$ cat src/rtl/led_fade_pkg.sv
// led_fade_pkg: shared types and helpers for the LED fade/PWM output stage.
// Provides the default brightness resolution, the level type and the gamma-2
// duty mapping used when LED_FADE_GAMMA_EN is defined.
package led_fade_pkg;

  localparam int PWM_BITS_DEF = 8;
  // Working width for the gamma helper; supports PWM_BITS up to 16.
  localparam int GAMMA_W      = 16;

  typedef logic [PWM_BITS_DEF-1:0] level_t;

  // Squared-law brightness: (level*(level+1)) >> bits, computed at double
  // width. The +1 keeps the full-scale endpoint at full scale.
  function automatic logic [GAMMA_W-1:0] gamma2(input logic [GAMMA_W-1:0] level,
                                                input int unsigned        bits);
    logic [2*GAMMA_W-1:0] ext;
    logic [2*GAMMA_W-1:0] prod;
    ext  = {{GAMMA_W{1'b0}}, level};
    prod = ext * (ext + 32'd1);
    return GAMMA_W'(prod >> bits);
  endfunction

endpackage

$ cat src/rtl/led_fade_channel.sv
// led_fade_channel: one LED channel - brightness level register that steps by
// one toward target on each tick, plus the registered PWM duty compare.
// Ports: clk/resetn, tick, pwm_cnt, target, enable in; led_out, mismatch out.
// Macro LED_FADE_GAMMA_EN selects gamma-2 duty mapping; default is linear.
module led_fade_channel
  import led_fade_pkg::*;
#(
  parameter int PWM_BITS = PWM_BITS_DEF
) (
  input  logic                clk,
  input  logic                resetn,
  input  logic                tick,
  input  logic [PWM_BITS-1:0] pwm_cnt,
  input  logic [PWM_BITS-1:0] target,
  input  logic                enable,
  output logic                led_out,
  output logic                mismatch
);

  logic [PWM_BITS-1:0] level;
  logic [PWM_BITS-1:0] level_nxt;
  logic [PWM_BITS-1:0] duty;

  // Single step per tick toward the live target; the compare itself keeps the
  // level inside 0..max so no wrap can occur.
  always_comb begin
    level_nxt = level;
    if (tick) begin
      if (level < target) begin
        level_nxt = level + PWM_BITS'(1);
      end else if (level > target) begin
        level_nxt = level - PWM_BITS'(1);
      end
    end
  end

  always_ff @(posedge clk or negedge resetn) begin
    if (!resetn) begin
      level <= '0;
    end else begin
      level <= level_nxt;
    end
  end

`ifdef LED_FADE_GAMMA_EN
  assign duty = PWM_BITS'(gamma2(GAMMA_W'(level), PWM_BITS));
`else
  assign duty = level;
`endif

  // pwm_cnt never reaches all-ones, so full-scale duty is on every cycle.
  always_ff @(posedge clk or negedge resetn) begin
    if (!resetn) begin
      led_out <= 1'b0;
    end else begin
      led_out <= enable & (duty > pwm_cnt);
    end
  end

  assign mismatch = (level != target);

endmodule

$ cat src/rtl/led_fade_pwm.sv
// led_fade_pwm: PWM LED driver that fades each channel linearly toward its
// commanded brightness (led_in bit ? max_level : 0).
// Ports: clk, resetn (async, active-low), led_in, enable, max_level in;
// led_out (registered PWM pins), busy (registered, any channel still ramping).
// Macro LED_FADE_GAMMA_EN (in led_fade_channel) enables gamma-2 duty mapping.
module led_fade_pwm
  import led_fade_pkg::*;
#(
  parameter int N_LEDS   = 4,
  parameter int PWM_BITS = PWM_BITS_DEF,
  parameter int RAMP_DIV = 12900
) (
  input  logic                clk,
  input  logic                resetn,
  input  logic [N_LEDS-1:0]   led_in,
  input  logic                enable,
  input  logic [PWM_BITS-1:0] max_level,
  output logic [N_LEDS-1:0]   led_out,
  output logic                busy
);

  localparam int                RC_W     = (RAMP_DIV > 1) ? $clog2(RAMP_DIV) : 1;
  localparam logic [RC_W-1:0]   RC_LAST  = RC_W'(RAMP_DIV - 1);
  // Period of 2**PWM_BITS-1 clocks: counter stops one short of all-ones.
  localparam logic [PWM_BITS-1:0] PWM_LAST = PWM_BITS'((1 << PWM_BITS) - 2);

  logic [RC_W-1:0]     ramp_cnt;
  logic                tick;
  logic [PWM_BITS-1:0] pwm_cnt;
  logic [N_LEDS-1:0]   led_in_q;
  logic [N_LEDS-1:0]   mismatch;
  logic [PWM_BITS-1:0] target [N_LEDS];

  // With RAMP_DIV=1 the counter sits at 0 and tick is constantly high.
  assign tick = (ramp_cnt == RC_LAST);

  always_ff @(posedge clk or negedge resetn) begin
    if (!resetn) begin
      ramp_cnt <= '0;
    end else if (tick) begin
      ramp_cnt <= '0;
    end else begin
      ramp_cnt <= ramp_cnt + RC_W'(1);
    end
  end

  // Free-running; enable only gates the output pins.
  always_ff @(posedge clk or negedge resetn) begin
    if (!resetn) begin
      pwm_cnt <= '0;
    end else if (pwm_cnt == PWM_LAST) begin
      pwm_cnt <= '0;
    end else begin
      pwm_cnt <= pwm_cnt + PWM_BITS'(1);
    end
  end

  always_ff @(posedge clk or negedge resetn) begin
    if (!resetn) begin
      led_in_q <= '0;
    end else begin
      led_in_q <= led_in;
    end
  end

  // max_level feeds the target combinationally so a change steps on the
  // very next tick.
  always_comb begin
    for (int i = 0; i < N_LEDS; i++) begin
      target[i] = led_in_q[i] ? max_level : '0;
    end
  end

  for (genvar i = 0; i < N_LEDS; i++) begin : g_ch
    led_fade_channel #(
      .PWM_BITS (PWM_BITS)
    ) u_ch (
      .clk      (clk),
      .resetn   (resetn),
      .tick     (tick),
      .pwm_cnt  (pwm_cnt),
      .target   (target[i]),
      .enable   (enable),
      .led_out  (led_out[i]),
      .mismatch (mismatch[i])
    );
  end

  always_ff @(posedge clk or negedge resetn) begin
    if (!resetn) begin
      busy <= 1'b0;
    end else begin
      busy <= |mismatch;
    end
  end

endmodule

$ cat config.mk
export PLATFORM = sky130hd
export DESIGN_NAME = led_fade_pwm
export DESIGN_NICKNAME = d
export VERILOG_FILES = /design/src/rtl/led_fade_pkg.sv /design/src/rtl/led_fade_channel.sv /design/src/rtl/led_fade_pwm.sv
export SDC_FILE = /design/constraint.sdc
export NUM_CORES = 1
export LEC_CHECK = 0
export BUFFER_PORTS_ARGS = -buffer_cell sky130_fd_sc_hd__buf_2
export CORE_MARGIN = 4
export CORE_UTILIZATION = 64
export CTS_BUF_LIST = sky130_fd_sc_hd__clkbuf_4 sky130_fd_sc_hd__clkbuf_8
export CTS_CLUSTER_SIZE = 40
export DETAILED_ROUTE_END_ITERATION = 8
export GPL_TIMING_DRIVEN = 0
export HOLD_SLACK_MARGIN = 0.03
export PLACE_DENSITY = 0.94
export SLEW_MARGIN = 20
export SYNTH_ARGS = -nofsm -noshare
export SYNTH_HDL_FRONTEND = slang
export SYNTH_SLANG_ARGS = --single-unit
$ cat constraint.sdc
create_clock -name clk -period 4 [get_ports clk]
set_clock_uncertainty 0.2 [all_clocks]
set_input_delay 0.4 -clock clk [delete_from_list [all_inputs] [get_ports clk]]
set_output_delay 0.4 -clock clk [all_outputs]
set_load 0.02 [all_outputs]
### After elaboration in Yosys (flattened, before gate mapping)

Cells that the tools add are included.

* register bits after elaboration: 63
* bits of input ports: 15
* output and inout port bits: 5
* word-level logic and storage cells: 67

* add/sub/neg operators: 10
* order comparisons: 12
* equality and inequality tests: 6
* mux-type cells: 14
* bitwise logic cells: 4
* reductions and logical operators: 9

Operators with widths (count)
* $mux W8: 13
* $gt A8 B8 Y1: 8
* $add A8 B1 Y8 const B: 5
* $lt A8 B8 Y1: 4
* $ne A8 B8 Y1: 4
* $sub A8 B1 Y8 const B: 4
* $add A14 B1 Y14 const B: 1
* $eq A14 B14 Y1 const B: 1
* $mux W14: 1
* $eq A8 B8 Y1 const B: 1
* $reduce_and A2 Y1: 4
* $reduce_bool A2 Y1: 4
* $and A1 B1 Y1: 4
* $reduce_or A4 Y1: 1

### Longest topological paths before layout

Gate-level depths: netlist of the first run.

* depth in word-level cells: 4
* mapped depth: 14
* depth with buffers taken out: 13

### By module

A second synthesis of the first run with hierarchy kept.

* cells, all modules: 574
* area total of the unflattened synthesis: 5291.3 um^2

By module, submodules not included
* led_fade_channel: instances 4, cells each 110, area an instance 977.2 um^2, sequential area each 225.2 um^2
* led_fade_pwm: instances 1, cells each 134, area an instance 1382.6 um^2, sequential area each 675.6 um^2

### Worst setup path before layout of the first run

Ideal clock, no wire load.

* path kind: reg-to-reg
* from: register led_in_q[3]
* to: register g_ch[3].u_ch.level[6]
* arrival: 3.114 ns
* data required time: 3.675 ns
* path slack: 0.561 ns
* cell stages (with the launch flop): 14
* path buffers: 1
* clock period less this slack: 3.439 ns
* path through: dfrtp_1 -> clkbuf_1 -> nand2_1 -> ha_1 -> and3_1 -> a221oi_1 -> o21ai_0 -> fa_1 -> a21o_1 -> a21oi_1 -> o21bai_1 -> a21oi_1 -> xnor2_1 -> mux2_2

* cells in the longest elaborated chain, start to end: 4
* elaborated cells between the ends (all ways): 6
* classes of those cells: order compare (2); mux (2); reduce/logical (2)

Ends and longest elaborated chain
* from (decl): RTL line led_fade_pwm.sv:30 `logic [N_LEDS-1:0] led_in_q;`
* from (signal assigned): RTL line led_fade_pwm.sv:62 `led_in_q <= led_in;`
* $mux W8 (*): RTL line led_fade_pwm.sv:70 `target[i] = led_in_q[i] ? max_level : '0;`
* $gt A8 B8 Y1 or $lt A8 B8 Y1 (tied branches): RTL line led_fade_channel.sv:31, led_fade_channel.sv:29
* $reduce_bool A2 Y1 (no source line)
* $reduce_and A2 Y1 (no source line)
* to (signal assigned): RTL line led_fade_channel.sv:41 `level <= level_nxt;`
* to (decl): RTL line led_fade_channel.sv:20 `logic [PWM_BITS-1:0] level;`

Every way passes the cells marked *; elsewhere a longest branch is shown, timed or not.
A chain may end at the register's enable or synchronous reset.

### Worst setup path after layout of the first run

* from: register led_in_q[1]
* to: register g_ch[1].u_ch.level[6]

* cells in the longest elaborated chain, start to end: 4
* elaborated cells between the ends (all ways): 6
* classes of those cells: order compare (2); mux (2); reduce/logical (2)

Ends and longest elaborated chain (RTL line)
* $mux W8 (*): led_fade_pwm.sv:70
* $gt A8 B8 Y1 or $lt A8 B8 Y1 (tied branches): led_fade_channel.sv:31, led_fade_channel.sv:29
* $reduce_bool A2 Y1 (no source line)
* $reduce_and A2 Y1 (no source line)
* to (signal assigned): led_fade_channel.sv:41
* to (decl): led_fade_channel.sv:20

Marked as above.

==> results of run 1 <==
[cells by family (layout without fill, tap and decap cells)]
group                      count (synthesis)  count (layout)  synth area share
xor gates and xnor gates                  46              46            0.0810
adders and majority gates                 95              95             0.245
DFF                                       63              63             0.317
AOI/OAI and AO/OA                        118             118             0.157
muxes                                     15              15            0.0339
and+or+nand+nor                          142             142             0.139
buffers and inverters                     30              69            0.0277
[metal layers]
metal  global-route usage  wire length (um)  up-vias
met3               0.0813               917       80
li1                     -                 -     1907
met5                    0                 0        -
met2                0.477              5830      231
met1                0.325              4680     2012
met4                0.185               771        0
[cells in the final DEF (no fill, tap or decap), types with 14 or more instances in the layout]
cell type,Yosys,layout
nand3_1,14,14
mux2_2,15,15
nand4_1,19,19
dfrtp_1,63,63
o21ai_0,21,19
buf_2,2,20
xnor2_1,30,30
nand2_1,52,52
xor2_1,16,16
a21oi_1,39,39
nor2_1,27,27
inv_1,19,19
ha_1,91,91
a21o_1,20,20
[critical path, stage by stage (launching register included)]
cell and delay (ns):
dfrtp_1 0.33, clkbuf_1 0.28, nand2_1 0.10, ha_1 0.35
nand4b_1 0.11, and3_1 0.18, o21ai_1 0.58, ha_1 0.41
a21o_1 0.20, a21oi_1 0.22, o21bai_1 0.10, a21oi_1 0.20
xnor2_1 0.09, mux2_2 0.25
[per-stage QoR]
stage	util	worst slack [ns]	hold WS (ns)
final	0.740	0.275	0.154
after global routing	0.740	0.0162	0.149
after CTS	0.739	0.0141	0.138
after detailed placement	0.702	0.0746	0.298
after global placement	0.701	0.242	0.269
after floorplan	-	0.561	-0.0956
[sequential cells by signal (all words and copies together), names as in the netlist]
register           count
busy                   1
g_ch.u_ch.duty        32
g_ch.u_ch.led_out      4
led_in_q               4
pwm_cnt                8
ramp_cnt              14
[power by group through the flow]
stage | logic [mW] | clock network, mW | registers, mW
floorplan | 0.0775 | 0 | 0.652
global placement | 0.113 | 0 | 0.652
detailed placement | 0.122 | 0 | 0.652
CTS | 0.127 | 0.651 | 0.640
global route | 0.146 | 0.684 | 0.639
finish | 0.131 | 0.653 | 0.639
[worst max path at each step]
stage	startpoint	endpoint	slack (ns)
finish	led_in_q[1]	g_ch[1].u_ch.duty[6]	0.28
global route	led_in_q[1]	g_ch[1].u_ch.duty[6]	0.02
CTS	led_in_q[1]	g_ch[1].u_ch.duty[6]	0.01
floorplan	led_in_q[3]	g_ch[3].u_ch.duty[6]	0.56
global placement	led_in_q[1]	g_ch[1].u_ch.duty[6]	0.24
detailed placement	led_in_q[1]	g_ch[1].u_ch.duty[6]	0.07
[area by class of cell]
type / count / area (sq um) / share of cell area
Inverter: 19 / 71.3 / 0.0130
Clock inverter: 3 / 65.1 / 0.0119
Timing Repair Buffer: 24 / 148 / 0.0269
Sequential cell: 63 / 1580 / 0.288
Buffer: 11 / 66.3 / 0.0121
Tap cell: 99 / 124 / 0.0226
Multi-Input combinational cell: 416 / 3270 / 0.596
Clock buffer: 12 / 165 / 0.0301
[repair_timing]
| item | in CTS | in global routing |
|---|---|---|
| hold buffers | 5 | 0 |
| hold endpoints to repair | 67 | 0 |
| resized for setup | 0 | 1 |
| endpoints found under the setup margin | 0 | 1 |
==> summary.md, run 1 <==
| Metric | Value |
|---|---|
| Status | `completed` |
| Startpoint Class | `flip-flop` |
| Cell area after layout | `roughly 0.0055 sq mm` |
| Primary FF master, synth | `dfrtp_1` |
| Syn Area/Cell | `~10 sq um` |
| Diodes inserted | `0` |
| CP Capture Type | `flip-flop` |
| Core area | `about 0.0074 sq mm` |
| Fmax achieved | `0.268 GHz` |
| Net count after synthesis | `slightly above 600` |
| Core Rows | `31` |
| HP Class | `input pin to flip-flop` |
| NumNets Final | `roughly 650` |
| Final cell count without fillers | `approximately 650` |
| Hold_sp | `enable` |
| Fillers | `roughly 470` |
| Share of cells above drive strength 1 | `0.117` |
| Routed WL per cell | `between 15 and 20 um` |
| Worst skew pair latency | `0.36 ns` |
| Die width | `approximately 96 um` |
| Warning count from the yosys run | `0` |
| #FFs+latches synth | `63` |
| Depth of the CTS H-tree | `3` |
| Area contributors post-synth | `dfrtp_1 (32%), ha_1 (23%), xnor2_1 (5.3%)` |
| Final WL | `12200 um` |
| Cell variety after synth | `between 40 and 50` |
| Post-synth top area share | `0.317` |
| Fin crit share | `0.931` |
| Post-synth EDFFs | `0` |
| Net switching power | `339 uW` |
| Pleak | `approximately 3 nW` |
| Die height | `96.2 um` |
| Part of the Yosys area used for sequential elements | `0.317` |
| Largest net degree at the start of global routing | `64` |
| Synth top cells by count | `ha_1 (91), dfrtp_1 (63), nand2_1 (52)` |
| IO Count | `20` |
| Yosys top cell by area | `dfrtp_1` |
| Clock power share | `0.459` |
| Final hold viol count | `0` |
| Internal | `about 1.1 mW` |
| Hold EP | `g_ch[3].u_ch.led_out` |
| Combinational power share | `0.092` |
| Final Critical Period | `~3.7 ns` |
| RR Startpoint | `led_in_q[1]` |
| DP HPWL | `approximately 8600 um` |
| Routed vias/inst | `~6.5` |
| Worst R2R Setup Slack | `0.28 ns` |
| DRC viols | `0` |
| Root Buffer | `clkbuf_8` |
| Pins over their slew limit | `0` |
| Area of the mapped netlist | `approximately 0.005 sq mm` |
| Setup bufs post-CTS | `0` |
| Synth-to-layout area growth | `10.2%` |
| Ys async rst share | `1.00` |
| First-pass GRT wire length | `20400 um` |
| CTS tree | `built` |
| Finish-stage setup viols | `0` |
| VDD IR max | `between 200 and 250 uV` |
| GRT Residual Overflow | `0` |
| Total CTS buffers | `9` |
| Drt pass-1 iters | `5` |
| Global-route usage over all layers | `0.289` |
| Placed Instances | `627` |
| Initial DRC count | `about 300` |
| Worst setup path class | `flip-flop to flip-flop` |
| Synth Instances | `a little over 500` |
| Critical Path RT | `approximately 4 ns` |
| Hold path depth | `2` |
| Power, Total | `about 1.4 mW` |
| Worst r2r path cells | `13` |
| RSZ-0062 raised after global routing | `no` |
| Worst slew pin tran | `about 0.8 ns` |
| Gpl congestion | `approximately 0.87` |
| Placed Area | `around 0.0052 sq mm` |
| Clock Path Buffers | `2` |
| Rel. slew slack | `0.469` |
| CTS Sinks | `63` |
| Port Buffers | `19` |
| R2R Path End | `g_ch[1].u_ch.duty[6]` |
| Vias | `approximately 4.2k` |
| Die Area | `about 0.0092 sq mm` |
| Setup TNS | `0 ns` |
| Count leader, synth | `ha_1` |
| Reg clk slew, reported paths | `around 0.070 ns` |
| Vias in the first global route | `around 4.5k` |
| Post-route ant nets | `0` |
| Max-cap violations | `0` |
| Net Sw Frac | `0.238` |
| CP max FO | `8` |
| Seq pwr share | `0.449` |
| Power density over cell area | `around 260 mW/mm^2` |
| Initial Util | `0.672` |
| Initial antenna violation count | `0` |
| Worst Path Arrival | `3.77 ns` |
Power figures use the tool's default switching activity.
==> inputs of run 2 (changes only) <==
==> constraint.sdc (replaced) <==
create_clock -name clk -period 4.7 [get_ports clk]
set_clock_uncertainty 0.2 [all_clocks]
set_input_delay 0.47 -clock clk [delete_from_list [all_inputs] [get_ports clk]]
set_output_delay 0.47 -clock clk [all_outputs]
set_load 0.02 [all_outputs]
==> run 2 against run 1 <==
Effect of this change:
- worst setup slack better by 0.66 ns
- die area did not move
- wire length hardly changed
- worst hold slack better by 0.078 ns
- clock power decreased by 15%
- critical path depth did not move
- sequential share of layout area barely moved
- final area is essentially flat
- first-iteration DRC count down 5.4%
- register-to-register slack gained 0.66 ns
- global-route usage stayed put
- flip-flop and latch count did not move
- largest cell class unchanged
- largest power group unchanged
==> summary.md, run 2 (same netlist as run 1, synthesis figures left out) <==
| Metric | Value |
|---|---|
| Largest net degree at the start of global routing | `64` |
| Hold path depth | `2` |
| Finish-stage setup viols | `0` |
| Clock power share | `0.457` |
| GRT Residual Overflow | `0` |
| DP HPWL | `8600 um` |
| Die height | `96.2 um` |
| DP Worst Slack | `0.727 ns` |
| Global-route usage over all layers | `0.289` |
| First-pass GRT wire length | `around 20000 um` |
| Net switching power | `~280 uW` |
| Setup TNS | `0 ns` |
| Die width | `roughly 96 um` |
| Core area | `between 0.007 and 0.008 sq mm` |
| Total CTS buffers | `9` |
| Root Buffer | `clkbuf_8` |
| Worst Path Arrival | `3.81 ns` |
| CP Capture Type | `flip-flop` |
| Internal | `roughly 920 uW` |
| Final WL | `approximately 12000 um` |
| Pins over their slew limit | `0` |
| Core Rows | `31` |
| Met2 Use GR | `0.477` |
| GR Util met1 | `0.325` |
| Routed vias/inst | `about 6.5` |
| Rel. slew slack | `0.472` |
| Reg clk slew, reported paths | `0.07 ns` |
| Seq pwr share | `0.451` |
| Fmax achieved | `0.265 GHz` |
| Drt pass-1 iters | `5` |
| Vias in the first global route | `about 4.5k` |
| Die Area | `0.00925 sq mm` |
| Net Sw Frac | `0.235` |
| Startpoint Class | `flip-flop` |
| Port Buffers | `19` |
| VDD IR max | `about 180 uV` |
| Setup bufs post-CTS | `0` |
| CTS Sinks | `63` |
| Clock Path Buffers | `2` |
| NumNets Final | `654` |
| Combinational power share | `0.092` |
| Max FFs per register | `32` |
| Depth of the CTS H-tree | `3` |
| Power, Total | `1.21 mW` |
| Pleak | `about 3.0 nW` |
| Post-route ant nets | `0` |
| HP Class | `input pin to flip-flop` |
| DRC viols | `0` |
| Vias | `roughly 4.2k` |
| Most frequent cells in the layout | `ha_1 (91), dfrtp_1 (63), nand2_1 (52)` |
| Cell area after layout | `0.00548 sq mm` |
| RSZ-0062 raised after global routing | `no` |
| Fillers | `about 480` |
| Worst r2r path cells | `13` |
| Critical Path RT | `4.74 ns` |
| Synth-to-layout area growth | `10.1%` |
| CP max FO | `8` |
| Post-route setup slack | `a little over 0.9 ns` |
| IO Count | `20` |
| Fin crit share | `0.802` |
| Diodes inserted | `0` |
| Final hold viol count | `0` |
| Initial DRC count | `281` |
| Max-cap violations | `0` |
| GRT Max-Usage Layer | `met2` |
| Initial antenna violation count | `0` |
| Status | `completed` |
| Gpl congestion | `about 0.87` |
| Worst skew pair latency | `between 0.3 and 0.4 ns` |
| Routed WL per cell | `~19 um` |
| Initial Util | `0.672` |
| CTS tree | `built` |
| Most common cell after layout, fill and taps aside | `ha_1` |
| Worst slew pin tran | `a little under 0.8 ns` |
| Power density over cell area | `about 220 mW/mm^2` |
| Met3 Resource Use GR | `0.0813` |
| Placed Area | `between 0.005 and 0.006 sq mm` |
| Share of cells above drive strength 1 | `0.115` |
| Worst setup path class | `flip-flop to flip-flop` |
| Final Critical Period | `between 3 and 4 ns` |
-- run 2: worst max-delay path, stage by stage (launching register included) --
cell and delay (ns):
dfrtp_1 0.32, clkbuf_1 0.28, nand2_1 0.12, ha_1 0.31, and3_1 0.21, a221oi_1 0.37
o21ai_1 0.31, fa_1 0.50, a21o_1 0.18, a21oi_1 0.23, o21bai_1 0.09, a21oi_1 0.20
xnor2_1 0.08, mux2_2 0.26
-- run 2: worst paths after layout --
kind,startpoint,endpoint,slack (ns)
worst max-delay path,led_in_q[3],g_ch[3].u_ch.duty[6],0.93
worst min-delay path,enable,g_ch[3].u_ch.led_out,0.23
worst max register to register,led_in_q[3],g_ch[3].u_ch.duty[6],0.93
worst min register to register,ramp_cnt[0],ramp_cnt[0],0.30
max in group asynchronous,resetn,g_ch[2].u_ch.duty[4],3.23
min in group asynchronous,resetn,g_ch[0].u_ch.duty[3],0.56
-- run 2: metal layers --
| metal | part of all wire | vias up |
|---|---|---|
| met5 | 0 | - |
| met4 | 0.059 | 0 |
| met3 | 0.080 | 84 |
| met2 | 0.48 | 218 |
| met1 | 0.38 | 1996 |
| li1 | - | 1906 |
-- run 2: timing repair --
item                                   in CTS  in global routing
setup endpoints to repair                   0                  0
endpoints found under the hold margin       7                  0
hold buffers                                5                  0
gates resized for setup                     0                  0
-- run 2: metrics by stage --
step | instances | hold slack (ns) | util
after floorplan | 509 | -0.0256 | -
after global placement | 627 | 0.269 | 0.701
after detailed placement | 627 | 0.298 | 0.702
after CTS | 647 | 0.208 | 0.739
after global routing | 647 | 0.219 | 0.739
final | 647 | 0.231 | 0.739
-- run 2: area by class of cell --
class / instances / area [sq um] / share of cell area
inverter: 19 / 71.3 / 0.0130
multi-input combinational: 416 / 3260 / 0.595
clock buffer: 12 / 165 / 0.0302
tap: 99 / 124 / 0.0226
clock inverter: 3 / 65.1 / 0.0119
sequential: 63 / 1580 / 0.288
buffer: 11 / 66.3 / 0.0121
timing repair buffer: 24 / 148 / 0.0270
-- run 2: power by group through the flow --
stage | sequential [mW] | combinational [mW] | clock, mW
detailed placement | 0.555 | 0.104 | 0
floorplan | 0.554 | 0.0660 | 0
finish | 0.544 | 0.111 | 0.552
global placement | 0.555 | 0.0965 | 0
CTS | 0.544 | 0.108 | 0.554
global route | 0.544 | 0.123 | 0.582
==> inputs of run 3 (changes only) <==
--- a/config.mk
+++ b/config.mk
@@ -5,6 +5,7 @@
 export SDC_FILE = /design/constraint.sdc
 export NUM_CORES = 1
 export LEC_CHECK = 0
+export ABC_AREA = 1
 export BUFFER_PORTS_ARGS = -buffer_cell sky130_fd_sc_hd__buf_2
 export CORE_MARGIN = 4
 export CORE_UTILIZATION = 64
==> constraint.sdc (replaced) <==
create_clock -name clk -period 3.5 [get_ports clk]
set_clock_uncertainty 0.2 [all_clocks]
set_input_delay 0.35 -clock clk [delete_from_list [all_inputs] [get_ports clk]]
set_output_delay 0.35 -clock clk [all_outputs]
set_load 0.02 [all_outputs]
==> run 3 against run 2 <==
Effect of this change:
- first-iteration DRC count grew 5.0%
- sequential share of layout area shrank 1.7 points
- register-to-register slack lost 0.71 ns
- flip-flop and latch count is the same
- critical path type unchanged
==> summary.md, run 3 <==
| Metric | Value |
|---|---|
| Placed Area | `between 0.005 and 0.006 sq mm` |
| Die Area | `0.00984 sq mm` |
| Area of the mapped netlist | `roughly 0.0053 sq mm` |
| Post-synth top area share | `0.296` |
| Core area | `0.00789 sq mm` |
| First-pass GRT wire length | `roughly 23000 um` |
| Synth-to-layout area growth | `9.41%` |
| DRC viols | `0` |
| Die height | `approximately 99 um` |
| Synth Instances | `692` |
| Worst slew pin tran | `~0.84 ns` |
| Max FFs per register | `32` |
| Final Critical Period | `3.28 ns` |
| Pins over their slew limit | `0` |
| Final WL | `around 13000 um` |
| Most common cell after layout, fill and taps aside | `nand2_1` |
| Share of cells above drive strength 1 | `0.0808` |
| Worst-path cell with the longest stage delay | `ha_1` |
| IO Count | `20` |
| Fin crit share | `0.936` |
| Worst setup path class | `flip-flop to flip-flop` |
| Primary FF master, synth | `dfrtp_1` |
| Total CTS buffers | `9` |
| Worst path max stage delay | `between 0.4 and 0.5 ns` |
| Worst skew pair latency | `0.35 ns` |
| Vias in the first global route | `5197` |
| Ys async rst share | `1.00` |
| Critical Path RT | `between 3 and 4 ns` |
| HP Class | `input pin to flip-flop` |
| Largest net degree at the start of global routing | `64` |
| Cell area after layout | `between 0.005 and 0.006 sq mm` |
| RSZ-0062 raised after global routing | `no` |
| Hold_sp | `enable` |
| Max-cap violations | `0` |
| CTS Sinks | `63` |
| Net count after synthesis | `approximately 800` |
| Syn Area/Cell | `around 7.7 sq um` |
| CP Capture Type | `flip-flop` |
| Area contributors post-synth | `dfrtp_1 (30%), ha_1 (21%), nand2_1 (13%)` |
| Rel. slew slack | `0.441` |
| NumNets Final | `between 800 and 900` |
| Cell variety after synth | `39` |
| Initial DRC count | `about 300` |
| Depth of the CTS H-tree | `3` |
| Status | `completed` |
| Routed vias/inst | `approximately 5.9` |
| Finish-stage setup viols | `0` |
| Post-synth EDFFs | `0` |
| Worst Path Arrival | `roughly 3.3 ns` |
| Yosys top cell by area | `dfrtp_1` |
| CTS tree | `built` |
| Worst setup startpoint | `led_in_q[0]` |
| Diodes inserted | `0` |
| CP max FO | `9` |
| Synth top cells by count | `nand2_1 (189), ha_1 (91), inv_1 (83)` |
| Fillers | `between 500 and 600` |
| Power density over cell area | `around 290 mW/mm^2` |
| GRT Residual Overflow | `0` |
| Die width | `slightly below 100 um` |
| Startpoint Class | `flip-flop` |
| Global-route usage over all layers | `0.287` |
| Warning count from the yosys run | `0` |
| Initial antenna violation count | `0` |
| Fmax achieved | `about 0.31 GHz` |
| Most frequent CP cell | `nand2_1` |
| Final hold viol count | `0` |
| Initial Util | `0.674` |
| Port Buffers | `19` |
| Count leader, synth | `nand2_1` |
| Post-route ant nets | `0` |
| Pleak | `3.24 nW` |
| #FFs+latches synth | `63` |
| VDD IR max | `241 uV` |
| Most frequent cells in the layout | `nand2_1 (189), ha_1 (91), inv_1 (83)` |
| Drt pass-1 iters | `6` |
| Worst R2R Setup Slack | `0.22 ns` |
| Routed WL per cell | `roughly 16 um` |
| Setup TNS | `0 ns` |
| Root Buffer | `clkbuf_8` |
| Gpl congestion | `a little under 0.9` |
| CP Cell Sequence | `clkbuf_1 > nand2_1 > ha_1 > nand2_1 > nor2_1 > nor2_1 > nand2_1 > ha_1 > nand3_1 > nand3_1 > nand2_1 > nor2_1 > nor2_1 > inv_1 > nand2_1 > nand2_1 > nand2_1 > nand2_1` |
| Clock Path Buffers | `2` |
| RR Startpoint | `led_in_q[0]` |
| Reg clk slew, reported paths | `about 0.070 ns` |
| Core Rows | `32` |
| Part of the Yosys area used for sequential elements | `0.296` |
| DP HPWL | `between 9000 and 10000 um` |
| Vias | `roughly 5k` |
## run 3: repair_timing
action / CTS / global route
endpoints found under the hold margin: 67 / 0
gates resized for setup: 0 / 1
hold buffers: 5 / 0
setup buffers: 0 / 0
setup endpoints to repair: 0 / 2
## run 3: where the power goes
part / internal, mW / switching (mW)
Clock: 0.438 / 0.303
Sequential: 0.731 / 0.00314
Combinational: 0.0654 / 0.121
## run 3: final timing paths
check                                        to  cells past startpoint
setup reg to reg           g_ch[0].u_ch.duty[7]                     18
hold reg to reg                     ramp_cnt[0]                      1
setup / recovery           g_ch[0].u_ch.duty[7]                     18
max in group asynchronous           led_in_q[3]                      2
min in group asynchronous  g_ch[2].u_ch.duty[4]                      2
hold / removal             g_ch[0].u_ch.led_out                      3
## run 3: area by class of cell
| class | count | area [sq um] | area share |
|---|---|---|---|
| plain buffers | 10 | 63.8 | 0.0110 |
| clock buffers | 11 | 151 | 0.0260 |
| clock inverters | 5 | 80.1 | 0.0138 |
| inverters | 85 | 320 | 0.0550 |
| multi-input cells | 532 | 3350 | 0.576 |
| flip-flops and latches | 63 | 1580 | 0.271 |
| well taps | 102 | 128 | 0.0219 |
| repair buffers | 24 | 148 | 0.0254 |
## run 3: through the flow
stage | std cells | total power, mW | hold slack [ns] | setup slack [ns] | util
2_1_floorplan | 692 | 0.866 | -0.146 | 0.741 | -
3_3_place_gp | 813 | 0.912 | 0.239 | 0.451 | 0.703
3_5_place_dp | 813 | 0.927 | 0.260 | 0.261 | 0.703
4_1_cts | 834 | 1.67 | 0.105 | 0.231 | 0.739
5_1_grt | 832 | 1.73 | 0.111 | 0.00183 | 0.738
6_report | 832 | 1.66 | 0.128 | 0.222 | 0.738
## run 3: routing by layer
layer | global-route usage | vias to the layer above | routed length (um)
met3 | 0.0624 | 54 | 990
met2 | 0.497 | 227 | 6550
met5 | 0 | - | 0
met4 | 0.147 | 0 | 571
met1 | 0.334 | 2305 | 5040
li1 | - | 2359 | -
## run 3: worst max-delay path: cells and delay by family (launching register included)
| kind | cells | cell delay [ns] |
|---|---|---|
| and+or+nand+nor | 14 | 1.49 |
| buffers and inverters | 2 | 0.40 |
| DFF | 1 | 0.32 |
| adders and majority gates | 2 | 0.75 |
## run 3: kinds of logic (layout without fill, tap and decap cells)
logic type      after synthesis  in the layout  synth area share
simple gates                309            309             0.248
compound gates              100            100             0.105
buf+inv                      97            135            0.0736
fa+ha+maj                    95             95             0.229
flops                        63             63             0.296
xor+xnor                     28             28            0.0475
